## src/rtl/johnson_ring_counter.sv

```systemverilog
// Parametrised Johnson / one-hot ring sequence counter with direction, enable, load,
// decoded index, wrap pulse and illegal-state flag. Optional macro: JOHNSON_RING_SELF_CORRECT_EN.
module johnson_ring_counter #(
  parameter  int unsigned WIDTH = 4,
  localparam int unsigned IDX_W = $clog2(2 * WIDTH)
) (
  input  logic             jk_clk,
  input  logic             jk_rs,
  input  logic             en,
  input  logic             mode,
  input  logic             dir,
  input  logic             load,
  input  logic [WIDTH-1:0] load_val,
  output logic [WIDTH-1:0] q,
  output logic [IDX_W-1:0] state_idx,
  output logic             wrap,
  output logic             illegal
);

  typedef enum logic {
    MODE_JOHNSON = 1'b0,
    MODE_RING    = 1'b1
  } mode_e;

  mode_e            mode_q;
  mode_e            mode_in;
  logic [WIDTH-1:0] q_p1;
  logic [WIDTH-1:0] qn_p1;
  logic             therm_lo;
  logic             therm_hi;
  logic             one_hot;
  int unsigned      pop;
  logic [IDX_W-1:0] ring_pos;
  logic [IDX_W-1:0] last_idx;
  logic [WIDTH-1:0] adv_q;
  logic             wrap_step;

  assign mode_in = mode_e'(mode);

  function automatic logic [WIDTH-1:0] start_of(input mode_e m);
    return (m == MODE_RING) ? WIDTH'(1) : '0;
  endfunction

  // Thermometer test: 0..01..1 is 2^k-1, and 1..10..0 is its complement.
  assign q_p1     = q + WIDTH'(1);
  assign qn_p1    = ~q + WIDTH'(1);
  assign therm_lo = ((q & q_p1) == '0);
  assign therm_hi = ((~q & qn_p1) == '0);
  assign one_hot  = (q != '0) && ((q & (q - WIDTH'(1))) == '0);

  always_comb begin
    pop      = 0;
    ring_pos = '0;
    for (int unsigned i = 0; i < WIDTH; i++) begin
      if (q[i]) begin
        pop      = pop + 1;
        ring_pos = IDX_W'(i);
      end
    end
  end

  always_comb begin
    illegal   = 1'b0;
    state_idx = '0;
    if (mode_q == MODE_RING) begin
      illegal = !one_hot;
      if (one_hot) state_idx = ring_pos;
    end else begin
      illegal = !(therm_lo || therm_hi);
      if (therm_lo || therm_hi)
        state_idx = q[WIDTH-1] ? IDX_W'(2 * WIDTH - pop) : IDX_W'(pop);
    end
  end

  assign last_idx = (mode_q == MODE_RING) ? IDX_W'(WIDTH - 1) : IDX_W'(2 * WIDTH - 1);

  always_comb begin
    adv_q = q;
    unique case ({mode_q, dir})
      {MODE_JOHNSON, 1'b0}: adv_q = {q[WIDTH-2:0], ~q[WIDTH-1]};
      {MODE_JOHNSON, 1'b1}: adv_q = {~q[0], q[WIDTH-1:1]};
      {MODE_RING,    1'b0}: adv_q = {q[WIDTH-2:0], q[WIDTH-1]};
      {MODE_RING,    1'b1}: adv_q = {q[0], q[WIDTH-1:1]};
      default:              adv_q = q;
    endcase
  end

  // Wrap is judged from the pre-step index; an illegal source never wraps.
  assign wrap_step = !illegal && (dir ? (state_idx == '0) : (state_idx == last_idx));

  always_ff @(posedge jk_clk) begin
    if (!jk_rs) begin
      mode_q <= mode_in;
      q      <= start_of(mode_in);
      wrap   <= 1'b0;
    end else if (mode_in != mode_q) begin
      mode_q <= mode_in;
      q      <= start_of(mode_in);
      wrap   <= 1'b0;
    end else if (load) begin
      q    <= load_val;
      wrap <= 1'b0;
    end else if (en) begin
`ifdef JOHNSON_RING_SELF_CORRECT_EN
      q    <= illegal ? start_of(mode_q) : adv_q;
`else
      q    <= adv_q;
`endif
      wrap <= wrap_step;
    end else begin
      wrap <= 1'b0;
    end
  end

endmodule

```

## config.mk

```make
export PLATFORM = sky130hd
export DESIGN_NAME = johnson_ring_counter
export DESIGN_NICKNAME = d
export VERILOG_FILES = /design/src/rtl/johnson_ring_counter.sv
export SDC_FILE = /design/constraint.sdc
export NUM_CORES = 1
export LEC_CHECK = 0
export BUFFER_PORTS_ARGS = -buffer_cell sky130_fd_sc_hd__buf_2
export CAP_MARGIN = 20
export CORE_AREA = 8 8 66 68
export CTS_BUF_LIST = sky130_fd_sc_hd__clkbuf_16
export CTS_CLUSTER_SIZE = 24
export DETAILED_ROUTE_END_ITERATION = 12
export DIE_AREA = 0 0 74 76
export SLEW_MARGIN = 40
export SYNTH_ARGS = -nofsm -noshare
export SYNTH_HDL_FRONTEND = slang
export SYNTH_SLANG_ARGS = --single-unit
```

## constraint.sdc

```tcl
create_clock -name jk_clk -period 3.3 [get_ports jk_clk]
set_input_delay 0.99 -clock jk_clk [delete_from_list [all_inputs] [get_ports jk_clk]]
set_output_delay 0.99 -clock jk_clk [all_outputs]
set_load 0.01 [all_outputs]
```

Yosys cells after proc, flatten, opt, wreduce, memory -nomap -nowiden:

Cells that the tools add are included.

* flip-flop bits (word level): 6
* output and inout bits: 9
* logic and storage cells: 60

* add/subtract/negate cells: 7
* equal/unequal tests: 7
* multiplexer cells: 22
* bitwise gates (word level): 8
* reduce and logical (&&, ||, !) cells: 13

Operator list (number)
* $mux W3: 9
* $mux W4: 4
* $pmux W4 S4: 1
* $and A4 B4 Y4: 3
* $logic_not A4 Y1: 3
* $add A4 B1 Y4 const B: 2
* $mux W1: 7
* $add A3 B1 Y3 const B: 2
* $eq A2 B2 Y1 const B: 2
* $ne A4 B1 Y1 const B: 1
* $not A1 Y1: 4
* $not A4 Y4: 1
* $reduce_bool A4 Y1: 1
* $reduce_or A4 Y1: 1
* $sub A4 B1 Y4 const B: 1
* $eq A3 B3 Y1: 1
* $logic_not A1 Y1: 3
* $logic_not A3 Y1: 1
* $sub A1 B3 Y3 const A: 1
* $add A1 B1 Y2 const B: 1
* $eq A2 B1 Y1 const B: 1
* $logic_and A1 B1 Y1: 2
* $logic_not A2 Y1: 1
* $mux W2: 1
* other kinds (3): 3

Depth between registers and ports, before layout:

* depth after elaboration: 14
* gate-level depth with buffers: 11
* gate-level depth less buffers: 10

Worst setup path before layout:

No wires, ideal clock.

* path kind: register -> output
* start: register q[0]
* end: output port state_idx[2]
* arrival: 2.127 ns
* path slack: 0.183 ns
* cell stages (with the launch flop): 10
* path buffers: 1
* cells stage by stage: edfxtp_1 > inv_1 > ha_1 > buf_2 > xor2_1 > ha_1 > inv_1 > a211oi_1 > o31a_1 > o21a_1

* word-level cells in the longest chain between the ends: 11
* elaborated cells between the ends (all ways): 25

Ends and longest elaborated chain
* start: declaration: line 14 `output logic [WIDTH-1:0] q,`
* start signal: assignment: line 94 `q <= start_of(mode_in);`
* start signal: assignment: line 98 `q <= start_of(mode_in);`
* start signal: assignment: line 101 `q <= load_val;`
* $mux W1: line 55 `if (q[i]) begin`
* $add A1 B1 Y2: line 56 `pop = pop + 1;`
* $mux W3: line 55
* $add A3 B1 Y3: line 56
* $mux W3: line 55
* $add A3 B1 Y3: line 56
* $mux W3: line 55
* $sub A1 B3 Y3: line 71 `state_idx = q[WIDTH-1] ? IDX_W'(2 * WIDTH - pop) : IDX_W'(pop);`
* $mux W3: line 71
* $mux W3: line 70 `if (therm_lo || therm_hi)`
* $mux W3 *: line 65 `if (mode_q == MODE_RING) begin`
* end: declaration: line 15 `output logic [IDX_W-1:0] state_idx,`

Mark *: on every way between the ends. The rest lies on a longest branch, timed or not.

Worst setup path after layout:

* start: register q[1]
* end: output port state_idx[2]

* word-level cells in the longest chain between the ends: 9
* elaborated cells between the ends (all ways): 23

Ends and longest elaborated chain (line)
* $mux W3: 55
* $add A3 B1 Y3: 56
* $mux W3: 55
* $add A3 B1 Y3: 56
* $mux W3: 55
* $sub A1 B3 Y3: 71
* $mux W3: 71
* $mux W3: 70
* $mux W3 *: 65

Marks and branches as above.

==> impl_metrics.yaml <==
placement:
  post-place-ws_ps: 163
  place.gp.congestion: 0.783
  portBuffers: 18
  post-dp-hpwl_um: 1530
floorplanning:
  design.portCount: 19
  start_util: 0.229
  area_of_the_die_um2: 5620
  die-height_um: 76
  number_of_rows_created_at_floorplan: 22
  floorplan.die.width_um: 74
  fp.coreArea_um2: 3440
drt:
  avgRoutedWirePerCell_um: 12.2
  viasPerCell: 4.62
  detail_route.iter0.violations: 33
  detail_route.drc_violations: 0
  dr_total_vias: 781
  totalWireLength_um: 2070
  antenna_left: 0
  detail_route.first_pass.iterations: 4
timing:
  maxSlewViolCount: 0
  worst-slew-pin-transition_ps: 458
  hold_violations: 0
  min_period_over_period: 0.995
  whs_ps: 831
  finalSetupViolCount: 0
  unrepaired_setup_endpoints_after_global_routing: "true"
  timing.final.ws_setup_ps: 15.4
  fmax_mhz: 304
  period_needed_ps: 3280
  fin_worst_skew_ps: 1.70
  rel_slew_slack: 0.695
layout:
  antenna-diode-count: 0
  finish.net_count: 138
  n_fill_cell: 363
  drive_above_1_share: 0.438
  area_growth_pct: 39.1
  final_util: 0.318
global_routing:
  grt_use_met2: 0.110
  maximum_number_of_pins_on_one_net_before_global_route_repair: 14
  grt-ovfl-total: 0
  antenna_found_initial: 0
  grt_use_total: 0.0718
  globalRouteMet3Util: 0.0197
  number_of_global_route_vias_before_repair: 757
  global_route.usage.met1: 0.0901
  global_route_wire_length_before_repair_um: 3330
  busiest_layer: "met2"
cts:
  cts_tree: "done"
  clockRootBuffer: "sky130_fd_sc_hd__clkbuf_16"
  worst_skew_pair.late_latency_ps: 230
  clock_tree.htree_level_count: 1
  cts-buffers-inserted: 3
  cts_num_sinks: 6
  clk_path_buf_depth: 2
  clk_pin_slew_worst_paths_ps: 40
  holdBufCountCts: 0
power:
  static-leakage-power_uw: 0.000480
  irDropWorstVdd_mv: 0.254
  pwr-share-clk: 0.384
  sw_frac_of_total: 0.324
  p_per_area_nw_per_um2: 478
  power.combinational.fraction: 0.418
  p_sw_uw: 170
  sequential_share_of_power: 0.198
  power_total_uw: 523
  p_int_uw: 354
worst_setup_path:
  critPathTopFamily: "adder cells"
  cp_slowest_stage_delay_ps: 440
  slowest_stage: "sky130_fd_sc_hd__edfxtp_1"
  worstSetupStartpointType: "flop"
  critPathRequiredTime_ps: 2310
  critical_path.n_buffers_inverters: 2
  cp_cell_sequence: "inv_2, ha_4, xor2_1, ha_1, nor4bb_2, o31a_1, o21a_1, buf_2"
  data_arrival_time_at_the_worst_slack_endpoint_ps: 2290
  worstPathMaxFanout: 4
  worst-setup-path-type: "reg2out"
  critical_path.endpoint_type: "primary output"
yosys:
  synthesis.area_um2: 787
  synth_nets: 109
  ys_dominant_reg_cell: "sky130_fd_sc_hd__edfxtp_1"
  yosys-top-cells-area: "sky130_fd_sc_hd__edfxtp_1, sky130_fd_sc_hd__ha_1, sky130_fd_sc_hd__nor2_1"
  fraction_of_registers_with_async_set_or_reset_after_synthesis: 0
  synth-edff-count: 5
  synth_cells: 93
  yosysWarningCount: 0
  avgSynthCellArea_um2: 8.46
  yosys.area.top_type_share: 0.191
  synth.distinct_cells: 41
  synth.largest_area_cell: "sky130_fd_sc_hd__edfxtp_1"
  synth_seq_cells: 6
  seq_area_frac_synth: 0.216
run:
  max_cap_viol_count: 0
hold_path:
  min_path_type: "reg2reg"
status:
  outcome: "finished clean"
-- layer usage --
metal	wire (um)	up-vias
met1	973	355
met3	163	2
li1	-	389
met4	21	0
met2	912	35
met5	0	-
-- registers in the layout (all words and copies together), names as in the netlist --
signal  cells
q           4
mode_q      1
wrap        1
-- area by class of cell --
type / instances / area, um^2 / area share
Multi-Input combinational cell: 74 / 579 / 0.529
Clock buffer: 3 / 75.1 / 0.0686
Tap cell: 48 / 60.1 / 0.0549
Sequential cell: 6 / 170 / 0.155
Timing Repair Buffer: 30 / 180 / 0.165
Clock inverter: 1 / 3.75 / 0.00343
Inverter: 7 / 26.3 / 0.0240
-- stage by stage --
step	setup TNS, ps	std cells	instance area (um^2)
after CTS	0	165	1030
after global routing	-106	169	1090
after detailed placement	0	159	937
final	0	169	1090
after floorplan	0	93	787
after global placement	0	159	937
-- power groups by stage --
| stage | Sequential (uW) | Combinational (uW) | Clock [uW] |
|---|---|---|---|
| final | 104 | 219 | 201 |
| after CTS | 104 | 198 | 203 |
| after detailed placement | 105 | 191 | 0 |
| after global placement | 104 | 187 | 0 |
| after floorplan | 101 | 143 | 0 |
| after global routing | 105 | 240 | 205 |
-- path summary, 6_finish.rpt --
check,start,endpoint,slack (ps),cells after the start
worst min-delay path,mode_q,q[0],830,1
worst max-delay path,q[1],state_idx[2],20,8
worst min register to register,mode_q,q[0],830,1
worst max register to register,q[1],wrap,740,9
-- synth_stat cells (2+ instances only) --
cell type / count
sky130_fd_sc_hd__nand2_1: 6
sky130_fd_sc_hd__a21oi_1: 6
sky130_fd_sc_hd__o21ai_0: 4
sky130_fd_sc_hd__xor2_1: 3
sky130_fd_sc_hd__xnor2_1: 4
sky130_fd_sc_hd__inv_1: 6
sky130_fd_sc_hd__mux2_2: 2
sky130_fd_sc_hd__buf_2: 3
sky130_fd_sc_hd__mux2i_1: 2
sky130_fd_sc_hd__nor3_1: 4
sky130_fd_sc_hd__nor3b_1: 2
sky130_fd_sc_hd__nor2_1: 11
sky130_fd_sc_hd__o21ai_1: 2
sky130_fd_sc_hd__o211ai_1: 2
sky130_fd_sc_hd__ha_1: 6
sky130_fd_sc_hd__edfxtp_1: 5
-- cells by family after synthesis --
group,synth area share
XOR/XNOR,0.0779
flip-flops,0.216
adder cells (fa/ha/maj),0.0954
multiplexers,0.0541
buffers and inverters,0.0906
AND/OR/NAND/NOR,0.186
AO/OA/AOI/OAI,0.280
-- repair_timing --
item	in CTS	in global routing
setup buffers	2	4
gates resized for setup	3	7
setup endpoints to repair	1	1
pin swaps	1	5
-- placed cells by master, fill, tap and decap left out, types with 2 or more instances in the layout --
cell,n
sky130_fd_sc_hd__xor2_1,3
sky130_fd_sc_hd__buf_4,12
sky130_fd_sc_hd__mux2_2,2
sky130_fd_sc_hd__o21ai_1,3
sky130_fd_sc_hd__o21ai_0,3
sky130_fd_sc_hd__a21oi_1,6
sky130_fd_sc_hd__a211oi_2,2
sky130_fd_sc_hd__nand2_1,6
sky130_fd_sc_hd__nor3_1,4
sky130_fd_sc_hd__inv_1,4
sky130_fd_sc_hd__mux2i_1,2
sky130_fd_sc_hd__clkbuf_16,3
sky130_fd_sc_hd__inv_2,4
sky130_fd_sc_hd__xnor2_1,4
sky130_fd_sc_hd__ha_1,4
sky130_fd_sc_hd__buf_2,18
sky130_fd_sc_hd__edfxtp_1,5
sky130_fd_sc_hd__o211ai_1,2
sky130_fd_sc_hd__nor2_1,10
Note: power is estimated with default switching activity, not from simulation.
